<file path="src/rtl/hazard_pkg.sv">
// -----------------------------------------------------------------------------
// hazard_pkg
// Shared definitions for the ID-stage hazard detection / forwarding controller.
//   hz_state_e : controller state encoding (IDLE, LOAD_STALL, MEM_WAIT)
//   FWD_RF     : forward-select value meaning "take the register file value"
//   sel_w()    : width of a forward select for a given number of sources
// -----------------------------------------------------------------------------
package hazard_pkg;

    typedef enum logic [1:0] {
        ST_IDLE       = 2'd0,
        ST_LOAD_STALL = 2'd1,
        ST_MEM_WAIT   = 2'd2
    } hz_state_e;

    // Select value 0 always means the register file; source i is encoded i+1.
    localparam int FWD_RF = 32'sd0;

    // Width needed to encode {register file, source 0 .. source num_fwd-1}.
    function automatic int sel_w(input int num_fwd);
        return $clog2(num_fwd + 32'sd1);
    endfunction

endpackage

</file>
<file path="src/rtl/fwd_select.sv">
// -----------------------------------------------------------------------------
// fwd_select
// Priority forwarding match for one ID-stage operand. The youngest producer
// (lowest index) whose destination matches the source register wins.
// Ports:
//   rs        in  REG_AW          source register of the operand
//   rs_used   in  1               instruction actually reads this operand
//   src_rd    in  NUM_FWD*REG_AW  destination register per producer stage
//   src_rf_we in  NUM_FWD         register write enable per producer stage
//   sel       out SEL_W           0 = register file, i+1 = producer i
// -----------------------------------------------------------------------------
module fwd_select
    import hazard_pkg::*;
#(
    parameter  int REG_AW  = 5,
    parameter  int NUM_FWD = 3,
    localparam int SEL_W   = sel_w(NUM_FWD)
) (
    input  logic [REG_AW-1:0]         rs,
    input  logic                      rs_used,
    input  logic [NUM_FWD*REG_AW-1:0] src_rd,
    input  logic [NUM_FWD-1:0]        src_rf_we,
    output logic [SEL_W-1:0]          sel
);

    // Priority match: scan oldest to youngest so the youngest match is left last.
    always_comb begin
        sel = SEL_W'(FWD_RF);
        if (rs_used && (rs != {REG_AW{1'b0}})) begin
            for (int i = NUM_FWD - 1; i >= 0; i--) begin
                sel = (src_rf_we[i] && (src_rd[i*REG_AW +: REG_AW] == rs))
                    ? SEL_W'(i + 32'sd1) : sel;
            end
        end else begin
            // x0 is hard-wired zero and unused operands never need a bypass.
            sel = SEL_W'(FWD_RF);
        end
    end

endmodule

</file>
<file path="src/rtl/hazard_fwd_ctrl.sv">
// -----------------------------------------------------------------------------
// hazard_fwd_ctrl
// Hazard detection and operand forwarding controller beside the ID stage.
// Ports:
//   clk, rst                    clock, synchronous active-high reset
//   id_rs1/id_rs2 (+ _used)     ID-stage source registers and use flags
//   src_rd, src_rf_we           destination / write enable per producer stage
//                               (index 0 = EX, 1 = MEM, 2 = WB, higher = older)
//   ex_is_load                  instruction in EX is a load
//   mem_req, dmem_ready         data memory access in MEM and its completion
//   branch_taken                redirect resolved this cycle
//   fwd_sel_a, fwd_sel_b        operand mux selects (0 = register file)
//   pc_en, if_id_en             register enables
//   id_ex_bubble, if_id_flush   NOP insertion into ID/EX, clear of IF/ID
//   pipe_freeze                 hold every pipeline register
//   stall_cycles, flush_count   saturating performance counters
// Control outputs are combinational from inputs and the current state so they
// act in the same cycle; the state, stall down-counter and counters are
// registered.
// -----------------------------------------------------------------------------
module hazard_fwd_ctrl
    import hazard_pkg::*;
#(
    parameter  int REG_AW   = 5,
    parameter  int NUM_FWD  = 3,
    parameter  int LOAD_LAT = 1,
    parameter  int CNT_W    = 32,
    localparam int SEL_W    = sel_w(NUM_FWD),
    localparam int LCNT_W   = $clog2(LOAD_LAT + 32'sd1)
) (
    input  logic                      clk,
    input  logic                      rst,
    input  logic [REG_AW-1:0]         id_rs1,
    input  logic [REG_AW-1:0]         id_rs2,
    input  logic                      id_rs1_used,
    input  logic                      id_rs2_used,
    input  logic [NUM_FWD*REG_AW-1:0] src_rd,
    input  logic [NUM_FWD-1:0]        src_rf_we,
    input  logic                      ex_is_load,
    input  logic                      mem_req,
    input  logic                      dmem_ready,
    input  logic                      branch_taken,
    output logic [SEL_W-1:0]          fwd_sel_a,
    output logic [SEL_W-1:0]          fwd_sel_b,
    output logic                      pc_en,
    output logic                      if_id_en,
    output logic                      id_ex_bubble,
    output logic                      if_id_flush,
    output logic                      pipe_freeze,
    output logic [CNT_W-1:0]          stall_cycles,
    output logic [CNT_W-1:0]          flush_count
);

    localparam logic [LCNT_W-1:0] LCNT_ZERO = {LCNT_W{1'b0}};
    localparam logic [LCNT_W-1:0] LCNT_ONE  = LCNT_W'(32'd1);
    localparam logic [LCNT_W-1:0] LCNT_INIT = LCNT_W'(LOAD_LAT - 32'sd1);
    localparam logic [CNT_W-1:0]  CNT_ZERO  = {CNT_W{1'b0}};
    localparam logic [CNT_W-1:0]  CNT_ONE   = CNT_W'(32'd1);

    hz_state_e           state_r;
    hz_state_e           state_nxt_s;
    logic [LCNT_W-1:0]   lcnt_r;
    logic [LCNT_W-1:0]   lcnt_nxt_s;
    logic [SEL_W-1:0]    sel_a_s;
    logic [SEL_W-1:0]    sel_b_s;
    logic [REG_AW-1:0]   ex_rd_s;
    logic                load_hz_s;
    logic                freeze_s;
    logic                flush_s;
    logic                ld_stall_s;

    fwd_select #(
        .REG_AW  (REG_AW),
        .NUM_FWD (NUM_FWD)
    ) u_fwd_a (
        .rs        (id_rs1),
        .rs_used   (id_rs1_used),
        .src_rd    (src_rd),
        .src_rf_we (src_rf_we),
        .sel       (sel_a_s)
    );

    fwd_select #(
        .REG_AW  (REG_AW),
        .NUM_FWD (NUM_FWD)
    ) u_fwd_b (
        .rs        (id_rs2),
        .rs_used   (id_rs2_used),
        .src_rd    (src_rd),
        .src_rf_we (src_rf_we),
        .sel       (sel_b_s)
    );

    // Hazard conditions and the priority-resolved control class of this cycle.
    always_comb begin
        ex_rd_s   = src_rd[REG_AW-1:0];
        load_hz_s = ex_is_load && src_rf_we[0] && (ex_rd_s != {REG_AW{1'b0}}) &&
                    ((id_rs1_used && (id_rs1 == ex_rd_s)) ||
                     (id_rs2_used && (id_rs2 == ex_rd_s)));
        freeze_s  = mem_req && !dmem_ready;
        // A freeze outranks a flush, and a flush outranks any load stall.
        flush_s   = branch_taken && !freeze_s;
        ld_stall_s = !freeze_s && !branch_taken &&
                     (((state_r == ST_IDLE) && load_hz_s) || (state_r == ST_LOAD_STALL));
    end

    // Output drive; reset forces a benign "run" pattern on every control.
    always_comb begin
        fwd_sel_a    = SEL_W'(FWD_RF);
        fwd_sel_b    = SEL_W'(FWD_RF);
        pc_en        = 1'b1;
        if_id_en     = 1'b1;
        id_ex_bubble = 1'b0;
        if_id_flush  = 1'b0;
        pipe_freeze  = 1'b0;
        if (rst) begin
            fwd_sel_a = SEL_W'(FWD_RF);
            fwd_sel_b = SEL_W'(FWD_RF);
        end else begin
            fwd_sel_a = sel_a_s;
            fwd_sel_b = sel_b_s;
            if (freeze_s) begin
                pipe_freeze = 1'b1;
                pc_en       = 1'b0;
                if_id_en    = 1'b0;
            end else if (flush_s) begin
                if_id_flush  = 1'b1;
                id_ex_bubble = 1'b1;
            end else if (ld_stall_s) begin
                pc_en        = 1'b0;
                if_id_en     = 1'b0;
                id_ex_bubble = 1'b1;
            end else begin
                pc_en = 1'b1;
            end
        end
    end

    // Next-state logic for the stall / memory-wait controller.
    always_comb begin
        state_nxt_s = state_r;
        lcnt_nxt_s  = lcnt_r;
        case (state_r)
            ST_IDLE: begin
                if (freeze_s) begin
                    state_nxt_s = ST_MEM_WAIT;
                end else if (branch_taken) begin
                    // Flush kills the consumer in ID, so no stall is armed.
                    state_nxt_s = ST_IDLE;
                end else if (load_hz_s && (LOAD_LAT > 32'sd1)) begin
                    // The detect cycle is the first bubble; LOAD_LAT-1 remain.
                    state_nxt_s = ST_LOAD_STALL;
                    lcnt_nxt_s  = LCNT_INIT;
                end else begin
                    state_nxt_s = ST_IDLE;
                end
            end
            ST_LOAD_STALL: begin
                if (freeze_s) begin
                    // Frozen cycles do not consume stall budget.
                    state_nxt_s = ST_MEM_WAIT;
                end else if (branch_taken) begin
                    state_nxt_s = ST_IDLE;
                    lcnt_nxt_s  = LCNT_ZERO;
                end else begin
                    lcnt_nxt_s  = lcnt_r - LCNT_ONE;
                    state_nxt_s = (lcnt_r == LCNT_ONE) ? ST_IDLE : ST_LOAD_STALL;
                end
            end
            ST_MEM_WAIT: begin
                if (dmem_ready) begin
                    state_nxt_s = (lcnt_r != LCNT_ZERO) ? ST_LOAD_STALL : ST_IDLE;
                end else begin
                    state_nxt_s = ST_MEM_WAIT;
                end
            end
            default: begin
                state_nxt_s = ST_IDLE;
                lcnt_nxt_s  = LCNT_ZERO;
            end
        endcase
    end

    // State and stall down-counter registers.
    always_ff @(posedge clk) begin
        if (rst) begin
            state_r <= ST_IDLE;
            lcnt_r  <= LCNT_ZERO;
        end else begin
            state_r <= state_nxt_s;
            lcnt_r  <= lcnt_nxt_s;
        end
    end

    // Saturating performance counters: stalled-PC cycles and flush cycles.
    always_ff @(posedge clk) begin
        if (rst) begin
            stall_cycles <= CNT_ZERO;
            flush_count  <= CNT_ZERO;
        end else begin
            if (!pc_en && !(&stall_cycles)) begin
                stall_cycles <= stall_cycles + CNT_ONE;
            end else begin
                stall_cycles <= stall_cycles;
            end
            if (flush_s && !(&flush_count)) begin
                flush_count <= flush_count + CNT_ONE;
            end else begin
                flush_count <= flush_count;
            end
        end
    end

endmodule

</file>
<file path="config.mk">
export PLATFORM = sky130hd
export DESIGN_NAME = hazard_fwd_ctrl
export DESIGN_NICKNAME = d
export VERILOG_FILES = /design/src/rtl/hazard_pkg.sv /design/src/rtl/fwd_select.sv /design/src/rtl/hazard_fwd_ctrl.sv
export SDC_FILE = /design/constraint.sdc
export NUM_CORES = 1
export LEC_CHECK = 0
export ABC_AREA = 1
export BUFFER_PORTS_ARGS = -buffer_cell sky130_fd_sc_hd__buf_2
export CORE_MARGIN = 2
export CORE_UTILIZATION = 57
export DETAILED_ROUTE_END_ITERATION = 6
export PLACE_DENSITY = 0.9
export SETUP_SLACK_MARGIN = 0.05
export SYNTH_ARGS = -nofsm -noshare
export SYNTH_HDL_FRONTEND = slang
export SYNTH_SLANG_ARGS = --single-unit
</file>
<file path="constraint.sdc">
create_clock -name clk -period 3.87 [get_ports clk]
set_input_delay 0.387 -clock clk [delete_from_list [all_inputs] [get_ports clk]]
set_output_delay 0.387 -clock clk [all_outputs]
set_load 0.03 [all_outputs]
</file>
==> summary.txt <==
Placement
  • I/O Buffers: between 100 and 150
  • GP Congestion: about 1
  • Post-placement setup slack: around 1400 ps
  • DP Wirelength: ~10000 um

Critical path
  • WS Path Type: reg -> reg
  • CP max FO: 31
  • R2R Setup Slk: ~1400 ps
  • Reg2Reg Depth: 11
  • Critical R2R Launch: stall_cycles[1]
  • Worst EP arrival: 2750 ps
  • RR Endpoint: stall_cycles[5]
  • Worst Path Required: a little over 4000 ps
  • CP endpoint kind: flip-flop
  • Type of origin of the critical path: flip-flop

Power
  • P_sw: a little under 0.0004 W
  • Sequential share of power: 0.481
  • Power Internal: between 0.001 and 0.0015 W
  • Power per cell area: 273.7 mW/mm^2
  • Total power: between 0.001 and 0.0015 W
  • Clock Power Share: 0.421
  • Sw Ratio: 0.2698
  • P_leak: around 2.3 nW
  • Comb pwr share: 0.098
  • Max VDD drop: 178.8 uV

GRT
  • Largest net degree at the start of global routing: between 40 and 50
  • GRT Residual Overflow: 0
  • GRT Util Overall: 0.3038
  • Vias in the first global route: around 4,500
  • Initial antenna violation count: 0
  • Global-route wire length before repair: about 21,000 um

Hold path
  • Hold Crit Depth: 3
  • Hold EP: state_r[0]
  • Hold Path Origin: dmem_ready
  • Hold Path Class: in -> reg

STA
  • Minimum clock period: roughly 2500 ps
  • Period utilization: 0.6407
  • RSZ-0062 raised after global routing: no
  • Fin Setup TNS: 0 ps
  • Worst Clk Skew: approximately 12 ps
  • Relative slew slack: 0.5773
  • Crit path setup slack, layout: between 1000 and 1500 ps
  • Least-Margin Pin Slew: between 600 and 700 ps
  • Max Clk Rate: 403.3 MHz
  • WHS: 347.5 ps
  • Max Slew Vio Count: 0
  • Final setup fails: 0
  • Final Hold Vio Count: 0

Die
  • Die area: between 0.008 and 0.009 sq mm
  • Die width: ~93 um
  • Core area: roughly 0.0077 sq mm
  • # IOs: 109
  • Starting Density: 0.5846
  • Row Count: 32
  • Die height: ~93 um

Drt
  • Vias post-DR: approximately 5,300
  • DRT iter0 DRCs: 403
  • # DRC: 0
  • Post-route ant nets: 0
  • Avg Vias per Cell: 5.676
  • First-pass DRT Iterations: 5
  • WL final: between 10,000 and 15,000 um
  • Avg WL per Cell: approximately 14 um

Yosys
  • Yosys top cell area share: 0.2984
  • Post-synthesis cell count: 717
  • #FFs+latches synth: 67
  • Syn. warnings: 0
  • Netlist cell types: 38
  • Cell Area, Synth: 0.004494 sq mm
  • Synth area leaders: dfxtp_1 30%, nand2_1 17%, nor2_1 6.9%
  • Post-Syn Nets: roughly 760
  • Largest area contributor in the netlist: dfxtp_1
  • Part of the Yosys area used for sequential elements: 0.2984
  • Avg Inst Size Synth: 6.268 sq um

Finish
  • Diodes inserted: 0
  • Layout net count: about 860
  • Fill cell count: 726
  • Syn-to-layout area delta: 17.48%
  • Share of cells above drive strength 1: 0.1677

CTS
  • CTS root buf: clkbuf_8
  • Deepest clock path buffer count: 2
  • Post-CTS Setup Inserts: 0
  • CTS H-tree depth: 3
  • PostCTS Resize Cnt: 0
  • Clk slew on worst S/H paths: approximately 80 ps
  • Clk Latency, worst-skew pair: 350 ps
  • Clock tree sinks: 67
  • Cts bufs inserted: 9
  • Post-cts hold buffer count: 0
  • TritonCTS clock tree: yes

Job
  • Max-Cap Viols: 0

Outcome
  • Status: finished clean
logic make-up after synthesis:
group | Yosys count | synth area share
xor gates and xnor gates | 47 | 0.09159
and+or+nand+nor | 412 | 0.4026
DFF | 67 | 0.2984
AOI/OAI and AO/OA | 97 | 0.1178
adders and majority gates | 2 | 0.005567
buffers and inverters | 92 | 0.08407
synth_stat cells:
cell / instances
a211oi_1: 1
a21boi_0: 1
a21oi_1: 62
a221oi_1: 4
a31oi_1: 1
buf_1: 1
buf_2: 2
buf_4: 2
buf_6: 3
clkbuf_1: 14
dfxtp_1: 67
ha_1: 2
inv_1: 68
inv_2: 2
nand2_1: 199
nand2_2: 3
nand2b_1: 1
nand3_1: 58
nand3_2: 2
nand3b_1: 2
nand4_1: 21
nor2_1: 83
nor2_4: 1
nor3_1: 23
nor3_2: 1
nor3_4: 1
nor3b_1: 5
nor4_1: 10
o211ai_1: 2
o21a_1: 2
o21ai_0: 16
o21ai_1: 2
o22ai_1: 4
o311ai_0: 2
or3b_2: 1
or4_1: 1
xnor2_1: 19
xor2_1: 28
sequential cells by signal, indices dropped and copies added, names as in the netlist:
| signal | flops |
|---|---|
| stall_cycles | 32 |
| flush_count | 32 |
| state_r | 2 |
| lcnt_r | 1 |
routing by layer:
metal | vias to the layer above | part of all wire | track usage
li1 | 2568 | - | -
met2 | 279 | 0.44 | 0.4523
met5 | - | 0 | 0
met3 | 17 | 0.099 | 0.06184
met4 | 0 | 0.014 | 0.1042
met1 | 2386 | 0.45 | 0.4359
power groups by stage:
stage | registers (W) | clock network, W | logic [W]
2_1_floorplan | 0.000717 | 0 | 0.0000835
3_3_place_gp | 0.000712 | 0 | 0.000137
3_5_place_dp | 0.000712 | 0 | 0.000138
4_1_cts | 0.000695 | 0.000616 | 0.000139
5_1_grt | 0.000696 | 0.000647 | 0.000155
6_report | 0.000696 | 0.000609 | 0.000141
through the flow:
step / instances / utilization / instance area [sq um]
floorplan: 717 / - / 4494
global placement: 909 / 0.6605 / 5077
detailed placement: 909 / 0.6605 / 5077
CTS: 925 / 0.6868 / 5280
global route: 925 / 0.6868 / 5280
finish: 925 / 0.6868 / 5280
worst max path at each step:
stage | startpoint | to | slack, ps
6_report | stall_cycles[1] | stall_cycles[5] | 1390
5_1_grt | stall_cycles[1] | stall_cycles[9] | 1150
3_5_place_dp | id_rs1[1] | stall_cycles[5] | 1360
3_3_place_gp | id_rs1[1] | stall_cycles[17] | 1460
2_1_floorplan | dmem_ready | pc_en | 1510
4_1_cts | stall_cycles[1] | stall_cycles[5] | 1420
worst max-delay path: stages, from the launching register on:
cell and delay (ps):
dfxtp_1 410, ha_1 270, nand2_2 110, nor2_4 140, nand2_2 120, nor3_4 240
nand3_2 100, nor3_2 140, nand3_2 120, nand2_2 470, nand2_1 110, a21oi_1 150
placed cells by master (no fill, tap or decap), types with 5 or more instances in the layout:
| cell | netlist | routed |
|---|---|---|
| a21oi_1 | 62 | 62 |
| buf_2 | 2 | 108 |
| clkbuf_8 | 0 | 10 |
| dfxtp_1 | 67 | 67 |
| inv_1 | 68 | 68 |
| nand2_1 | 199 | 199 |
| nand3_1 | 58 | 58 |
| nand4_1 | 21 | 21 |
| nor2_1 | 83 | 83 |
| nor3_1 | 23 | 23 |
| nor3b_1 | 5 | 5 |
| nor4_1 | 10 | 10 |
| o21ai_0 | 16 | 16 |
| xnor2_1 | 19 | 19 |
| xor2_1 | 28 | 28 |
final cells by class:
type	instances	area, sq um	area share
tap	102	127.6	0.02417
multi-input combinational	558	2775	0.5256
inverter	70	262.8	0.04976
timing repair buffer	112	570.5	0.1081
clock inverter	5	61.31	0.01161
sequential	67	1341	0.2540
clock buffer	11	141.4	0.02678
Power figures use the tool's default switching activity.
